==> config.mk <==
export PLATFORM = sky130hd
export DESIGN_NAME = mil1553_encoder
export DESIGN_NICKNAME = d
export VERILOG_FILES = /design/src/rtl/mil1553_encoder.sv
export SDC_FILE = /design/constraint.sdc
export NUM_CORES = 1
export LEC_CHECK = 0
export ABC_AREA = 1
export BUFFER_PORTS_ARGS = -buffer_cell sky130_fd_sc_hd__buf_2
export CORE_MARGIN = 2
export CORE_UTILIZATION = 60
export DETAILED_ROUTE_END_ITERATION = 10
export PLACE_DENSITY = 0.82
export SLEW_MARGIN = 25
export SYNTH_ARGS = -nofsm -noshare
export SYNTH_HDL_FRONTEND = slang
export SYNTH_SLANG_ARGS = --single-unit
export TNS_END_PERCENT = 30
==> constraint.sdc <==
create_clock -name clk_100mhz -period 5.2 [get_ports clk_100mhz]
set_input_delay 0.78 -clock clk_100mhz [delete_from_list [all_inputs] [get_ports clk_100mhz]]
set_output_delay 0.78 -clock clk_100mhz [all_outputs]
set_load 0.01 [all_outputs]
==> src/rtl/mil1553_encoder.sv <==
// MIL-STD-1553 Manchester II word encoder: sync, 16 data bits and odd parity
// driven onto a differential transceiver pair, with a valid/ready word input.
module mil1553_encoder #(
    parameter int CLOCK_SPEED = 100000000
) (
    input  logic        clk_100mhz,
    input  logic        resetn,
    input  logic [15:0] s_data,
    input  logic        s_cmd,
    input  logic        s_valid,
    output logic        s_ready,
    output logic        diff_pos,
    output logic        diff_neg,
    output logic        tx_active
);

    localparam int HALF_BIT = CLOCK_SPEED / 2000000;
    localparam int HB_W     = (HALF_BIT > 1) ? $clog2(HALF_BIT) : 1;
    localparam logic [HB_W-1:0] HB_LAST = HB_W'(HALF_BIT - 1);

    typedef enum logic [1:0] {IDLE, SYNC, DATA, PARITY} state_t;

    state_t            state_q, state_d;
    logic [HB_W-1:0]   hb_q, hb_d;
    logic [2:0]        half_q, half_d;
    logic [3:0]        bit_q, bit_d;
    logic [16:0]       sh_q, sh_d;
    logic              cmd_q, cmd_d;
    logic              pos_q, pos_d;
    logic              neg_q, neg_d;
    logic              act_q, act_d;
    logic              hb_last, word_end, xfer, line;

    always_comb begin
        hb_last  = (hb_q == HB_LAST);
        word_end = (state_q == PARITY) && hb_last && (half_q == 3'd1);
        s_ready  = resetn && ((state_q == IDLE) || word_end);
        xfer     = s_valid && s_ready;

        state_d = state_q;
        hb_d    = hb_last ? '0 : hb_q + 1'b1;
        half_d  = half_q;
        bit_d   = bit_q;
        sh_d    = sh_q;
        cmd_d   = cmd_q;

        unique case (state_q)
            IDLE: hb_d = '0;
            SYNC: begin
                if (hb_last) begin
                    half_d = half_q + 3'd1;
                    if (half_q == 3'd5) begin
                        state_d = DATA;
                        half_d  = 3'd0;
                        bit_d   = 4'd0;
                    end
                end
            end
            DATA: begin
                if (hb_last) begin
                    if (half_q == 3'd0) begin
                        half_d = 3'd1;
                    end else begin
                        half_d = 3'd0;
                        sh_d   = {sh_q[15:0], 1'b0};
                        if (bit_q == 4'd15) state_d = PARITY;
                        else                bit_d   = bit_q + 4'd1;
                    end
                end
            end
            PARITY: begin
                if (hb_last) begin
                    if (half_q == 3'd0) begin
                        half_d = 3'd1;
                    end else begin
                        state_d = IDLE;
                        half_d  = 3'd0;
                        bit_d   = 4'd0;
                    end
                end
            end
            default: state_d = IDLE;
        endcase

        // A transfer in IDLE or the last parity clock starts a fresh sync.
        if (xfer) begin
            state_d = SYNC;
            hb_d    = '0;
            half_d  = 3'd0;
            bit_d   = 4'd0;
            sh_d    = {s_data, ~^s_data};
            cmd_d   = s_cmd;
        end

        // Line level is computed from the next state so the outputs are plain flops.
        unique case (state_d)
            SYNC:        line = cmd_d ? (half_d < 3'd3) : (half_d >= 3'd3);
            DATA, PARITY: line = sh_d[16] ^ half_d[0];
            default:     line = 1'b0;
        endcase

        act_d = (state_d != IDLE);
        pos_d = line;
        neg_d = act_d & ~line;
    end

    always_ff @(posedge clk_100mhz or negedge resetn) begin
        if (!resetn) begin
            state_q <= IDLE;
            hb_q    <= '0;
            half_q  <= 3'd0;
            bit_q   <= 4'd0;
            sh_q    <= 17'd0;
            cmd_q   <= 1'b0;
            pos_q   <= 1'b0;
            neg_q   <= 1'b0;
            act_q   <= 1'b0;
        end else begin
            state_q <= state_d;
            hb_q    <= hb_d;
            half_q  <= half_d;
            bit_q   <= bit_d;
            sh_q    <= sh_d;
            cmd_q   <= cmd_d;
            pos_q   <= pos_d;
            neg_q   <= neg_d;
            act_q   <= act_d;
        end
    end

    assign diff_pos  = pos_q;
    assign diff_neg  = neg_q;
    assign tx_active = act_q;

endmodule
==> results.toml, run 1 <==
[power]
vdd_ir_drop_max_mv = 0.156
cellPowerDensity_nw_per_um2 = 226
p_leak_nw = 1.16

[yosys]
synth-seq-cells = 36
yosysSeqAreaShare_pct = 41.8
synth_cell_type_count = 29
yosysWarningCount = 0
syn_area_um2 = 2150
synthCells = 261
syn-num-nets = 289
syn-mean-instance-area_um2 = 8.26

[clock_tree]
cts_buffers = 5
clockBufferDepth = 2
postCtsResizedCells = 0
cts_setup_buffers = 0
cts-root-buf = "clkbuf_4"
cts_hold_buf = 0
cts_tree = "yes"
clk_latency_ns = 0.34
htreeDepth = 2
cts.sinks = 36
path_clk_slew_ns = 0.10

[cells_and_area]
fin_cells = 331
layout_commonest_cell = "nand2_1"
insertedDiodeCount = 0
area_delta_synth_final_pct = 10.2
fin_area_um2 = 2370
mostFrequentLayoutCells = "nand2_1, inv_1, dfrtp_1"
fin_nets = 312
drive_above_1_share_pct = 16.5

[placement]
hpwl_mm = 2.98
post_dp_cell_area_um2 = 2280
io_buffers = 23
post-place-ws_ns = 2.21
gp_congestion = 0.870
place_inst = 323

[grt]
grt_pass1_wl_mm = 7.49
grt_usage_pct = 23.3
antenna_found_initial = 0
grt_max_degree = 39
overflow = 0
grt_pass1_vias = 1758

[detailed_routing]
dr.first_iter.drc_count = 165
wl_per_cell_um = 12.4
drt-vias-per-instance = 5.34
drc = 0
final_antenna_net_count = 0
via_count = 1767
dr.pass1.iters = 4
wl_mm = 4.09

[timing]
setup_ws_ns = 2.64
finalSetupViolCount = 0
worst_pin_slew_ns = 0.850
finalHoldViolCount = 0
final_max_slew_viol_count = 0
skew_ns = 0.00932
rsz0062_at_grt = "false"
fin_crit_ns = 2.56
maxSlewHeadroom_pct = 43.3
fin_crit_sh_pct = 49.2
setup_tns_ns = 0
max_freq_mhz = 391

[floorplan]
core_area_um2 = 3390
initial_utilization_pct = 63.6
die_h_um = 63.9
floorplan.rows = 21
io_pins = 24
dieArea_um2 = 4090
fp.dieW_um = 63.9

[worst_setup_path]
worst_setup_path_end_kind = "flip-flop"
path_class = "in2reg"
worst_setup_path_start_kind = "input port"
crit_path_max_fanout = 38
arrival_ns = 2.75
cp.required_ns = 5.39

[outcome]
status = "finished clean"

[job]
drv_cap = 0

[min_path]
hp-class = "reg2reg"
logic make-up after synthesis:
kind of cell,share of synthesized area [%]
fa+ha+maj,4.65
flops,41.8
simple gates,26.5
buf+inv,9.17
xor+xnor,6.91
compound gates,11.0
cell usage after synthesis, drive strengths merged:
library cell / n / area share, %
buf: 7 / 2.2
nand3: 33 / 9.4
o311ai: 7 / 2.8
xnor2: 10 / 4.1
nor3b: 1 / 0.35
o211ai: 8 / 2.8
nor2: 20 / 4.1
nand2: 58 / 11
nand4: 5 / 1.7
o2111ai: 1 / 0.41
o22ai: 1 / 0.29
dfrtp: 36 / 42
nor3: 1 / 0.23
ha: 8 / 4.6
a21oi: 3 / 0.70
o21ai: 13 / 3.2
inv: 40 / 7.0
o21bai: 1 / 0.35
o32ai: 1 / 0.41
xor2: 7 / 2.8
flip-flops by register name (all words and copies together) (netlist names), 2 cells and up:
| register | flops |
|---|---|
| bit_q | 4 |
| half_q | 3 |
| hb_q | 6 |
| sh_q | 17 |
| state_q | 2 |
metal layers:
metal | share of wire [%] | GRT usage [%]
met5 | 0 | 0
met4 | 1.6 | 8.15
met3 | 4.4 | 5.99
met2 | 46 | 37.2
met1 | 48 | 30.8
worst paths after layout:
check                         from    endpoint  slack, ns  cells after the start
max                         resetn     sh_q[7]       2.64                      4
max reg2reg                hb_q[1]     sh_q[7]       2.84                      9
max in group asynchronous   resetn  state_q[0]       4.13                      1
min                        hb_q[0]     hb_q[0]       0.51                      1
min reg2reg                hb_q[0]     hb_q[0]       0.51                      1
min in group asynchronous   resetn     hb_q[5]       0.54                      1
power by group:
part | total [mW] | internal [mW] | leakage, nW | switching, mW
combinational | 0.0364 | 0.0159 | 0.682 | 0.0204
clock | 0.221 | 0.128 | 0.0515 | 0.0936
sequential | 0.280 | 0.280 | 0.428 | 0
worst max-delay path, cell delays in order:
cell and delay, ns:
buf_2 0.64, nand3_4 0.48, inv_1 0.60, o311ai_0 0.21
stage by stage:
step / utilization [%] / hold slack [ns] / total power [mW]
6_report: 70.1 / 0.507 / 0.537
4_1_cts: 70.1 / 0.517 / 0.541
2_1_floorplan: - / 0.460 / 0.303
3_3_place_gp: 67.3 / 0.481 / 0.322
5_1_grt: 70.1 / 0.545 / 0.559
3_5_place_dp: 67.3 / 0.501 / 0.322
layout make-up:
class / count / area [um2]
multi-input cells: 178 / 1060
inverters: 40 / 150
clock inverters: 1 / 30.0
clock buffers: 7 / 65.1
repair buffers: 23 / 115
fillers: 292 / 1010
well taps: 46 / 57.6
flip-flops and latches: 36 / 901
Note: power is estimated with default switching activity, not from simulation.
==> run 2: changes to the inputs <==
Settings changed: CORE_UTILIZATION 60 to 58, PLACE_DENSITY 0.82 to 0.8.
Clock period 5.2 ns to 2.6 ns, I/O delays scaled along.
==> results.toml, run 2 (same netlist as run 1, synthesis figures left out) <==
[timing]
final_max_slew_viol_count = 0
maxSlewHeadroom_pct = 69.3
finalSetupViolCount = 0
setup_tns_ns = 0
setup_ws_ns = 0.425
finalHoldViolCount = 0
skew_ns = 0.00730
whs_ns = 0.219
worst_pin_slew_ns = 0.461
max_freq_mhz = 460
fin_crit_sh_pct = 83.7
fin_crit_ns = 2.18
rsz0062_at_grt = "false"

[worst_setup_path]
worst_setup_path_start_kind = "flip-flop"
arrival_ns = 2.35
worst-r2r-setup-slack_ns = 0.42
crit_path_max_fanout = 34
cp.required_ns = 2.77
r2r_end = "diff_neg"
reg2reg_depth = 13
worst_setup_path_end_kind = "flip-flop"
r2r_start = "hb_q[1]"
path_class = "reg2reg"

[cells_and_area]
fin_nets = 315
regMostFlops = "sh_q"
insertedDiodeCount = 0
fin_area_um2 = 2400
layout_commonest_cell = "nand2_1"
mostFrequentLayoutCells = "nand2_1, inv_1, dfrtp_1"
fin_cells = 336
utilization_pct = 66.5
largest_register_ffs = 17
drive_above_1_share_pct = 17.4
largestRegisters = "sh_q: 17 flops, hb_q: 6 flops, bit_q: 4 flops"
area_delta_synth_final_pct = 11.3

[clock_tree]
htreeDepth = 2
cts_setup_buffers = 0
clk_latency_ns = 0.29
cts_hold_buf = 0
cts-root-buf = "clkbuf_8"
clockBufferDepth = 2
cts.sinks = 36
cts_buffers = 5
postCtsResizedCells = 0
path_clk_slew_ns = 0.07
cts_tree = "yes"

[grt]
overflow = 0
grt_use_met3_pct = 6.08
grt_pass1_vias = 1789
grt_max_degree = 38
antenna_found_initial = 0
use_met2_pct = 40.3
met1_usage_pct = 27.0
busiest_layer = "met2"
grt_pass1_wl_mm = 7.51
grt_usage_pct = 23.1

[placement]
hpwl_mm = 3.06
io_buffers = 23
gp_congestion = 0.852
post_dp_cell_area_um2 = 2300
post-place-ws_ns = 0.438
place_inst = 328

[floorplan]
core_area_um2 = 3610
dieArea_um2 = 4220
fp.dieW_um = 65.0
initial_utilization_pct = 59.8
die_h_um = 65.0
floorplan.rows = 22
io_pins = 24

[job]
drv_cap = 0

[detailed_routing]
drc = 0
final_antenna_net_count = 0
dr.pass1.iters = 4
drt-vias-per-instance = 5.36
wl_per_cell_um = 12.6
dr.first_iter.drc_count = 109
wl_mm = 4.22
via_count = 1800

[power]
power.total_mw = 1.04
vdd_ir_drop_max_mv = 0.358
p_leak_nw = 1.18
cellPowerDensity_nw_per_um2 = 434

[min_path]
hp-class = "in2async"

[outcome]
status = "finished clean"
[run 2: how the worst max path moves through the flow]
| stage | from | endpoint | slack [ns] | cells past startpoint |
|---|---|---|---|---|
| after floorplan | state_q[0] | diff_neg | 0.90 | 15 |
| after detailed placement | hb_q[1] | diff_neg | 0.44 | 13 |
| final | hb_q[1] | diff_neg | 0.42 | 13 |
| after global placement | hb_q[1] | diff_neg | 0.58 | 13 |
| after CTS | hb_q[1] | diff_neg | 0.42 | 13 |
| after global routing | hb_q[1] | diff_neg | 0.21 | 13 |
[run 2: area by class of cell]
type                            count  area (um2)
Sequential cell                    36         901
Timing Repair Buffer               26         138
Clock buffer                        6        82.6
Fill cell                         318        1210
Inverter                           40         150
Multi-Input combinational cell    178        1060
Tap cell                           48        60.1
Clock inverter                      2        10.0
[run 2: critical path, cell delays in order (launching register included)]
cell and delay [ns]:
dfrtp_1 0.41, inv_1 0.07, ha_1 0.17, nand3_2 0.10
nor2_4 0.17, nand2_2 0.07, nand2_2 0.08, nand3_4 0.31
o21ai_1 0.34, inv_1 0.08, nand2_1 0.09, nand3_2 0.07
nand2_2 0.07, nor2_2 0.03
[run 2: where the power goes]
group	internal [mW]	leakage, nW	total, mW	switching, mW
clock	0.211	0.0510	0.408	0.197
sequential	0.560	0.428	0.560	0
combinational	0.0328	0.697	0.0736	0.0407
total	0.804	1.18	1.04	0.238
[run 2: layer usage]
layer,up-vias,wire length [um]
li1,913,-
met1,844,1900
met2,36,2090
met3,7,167
met4,0,65
met5,-,0
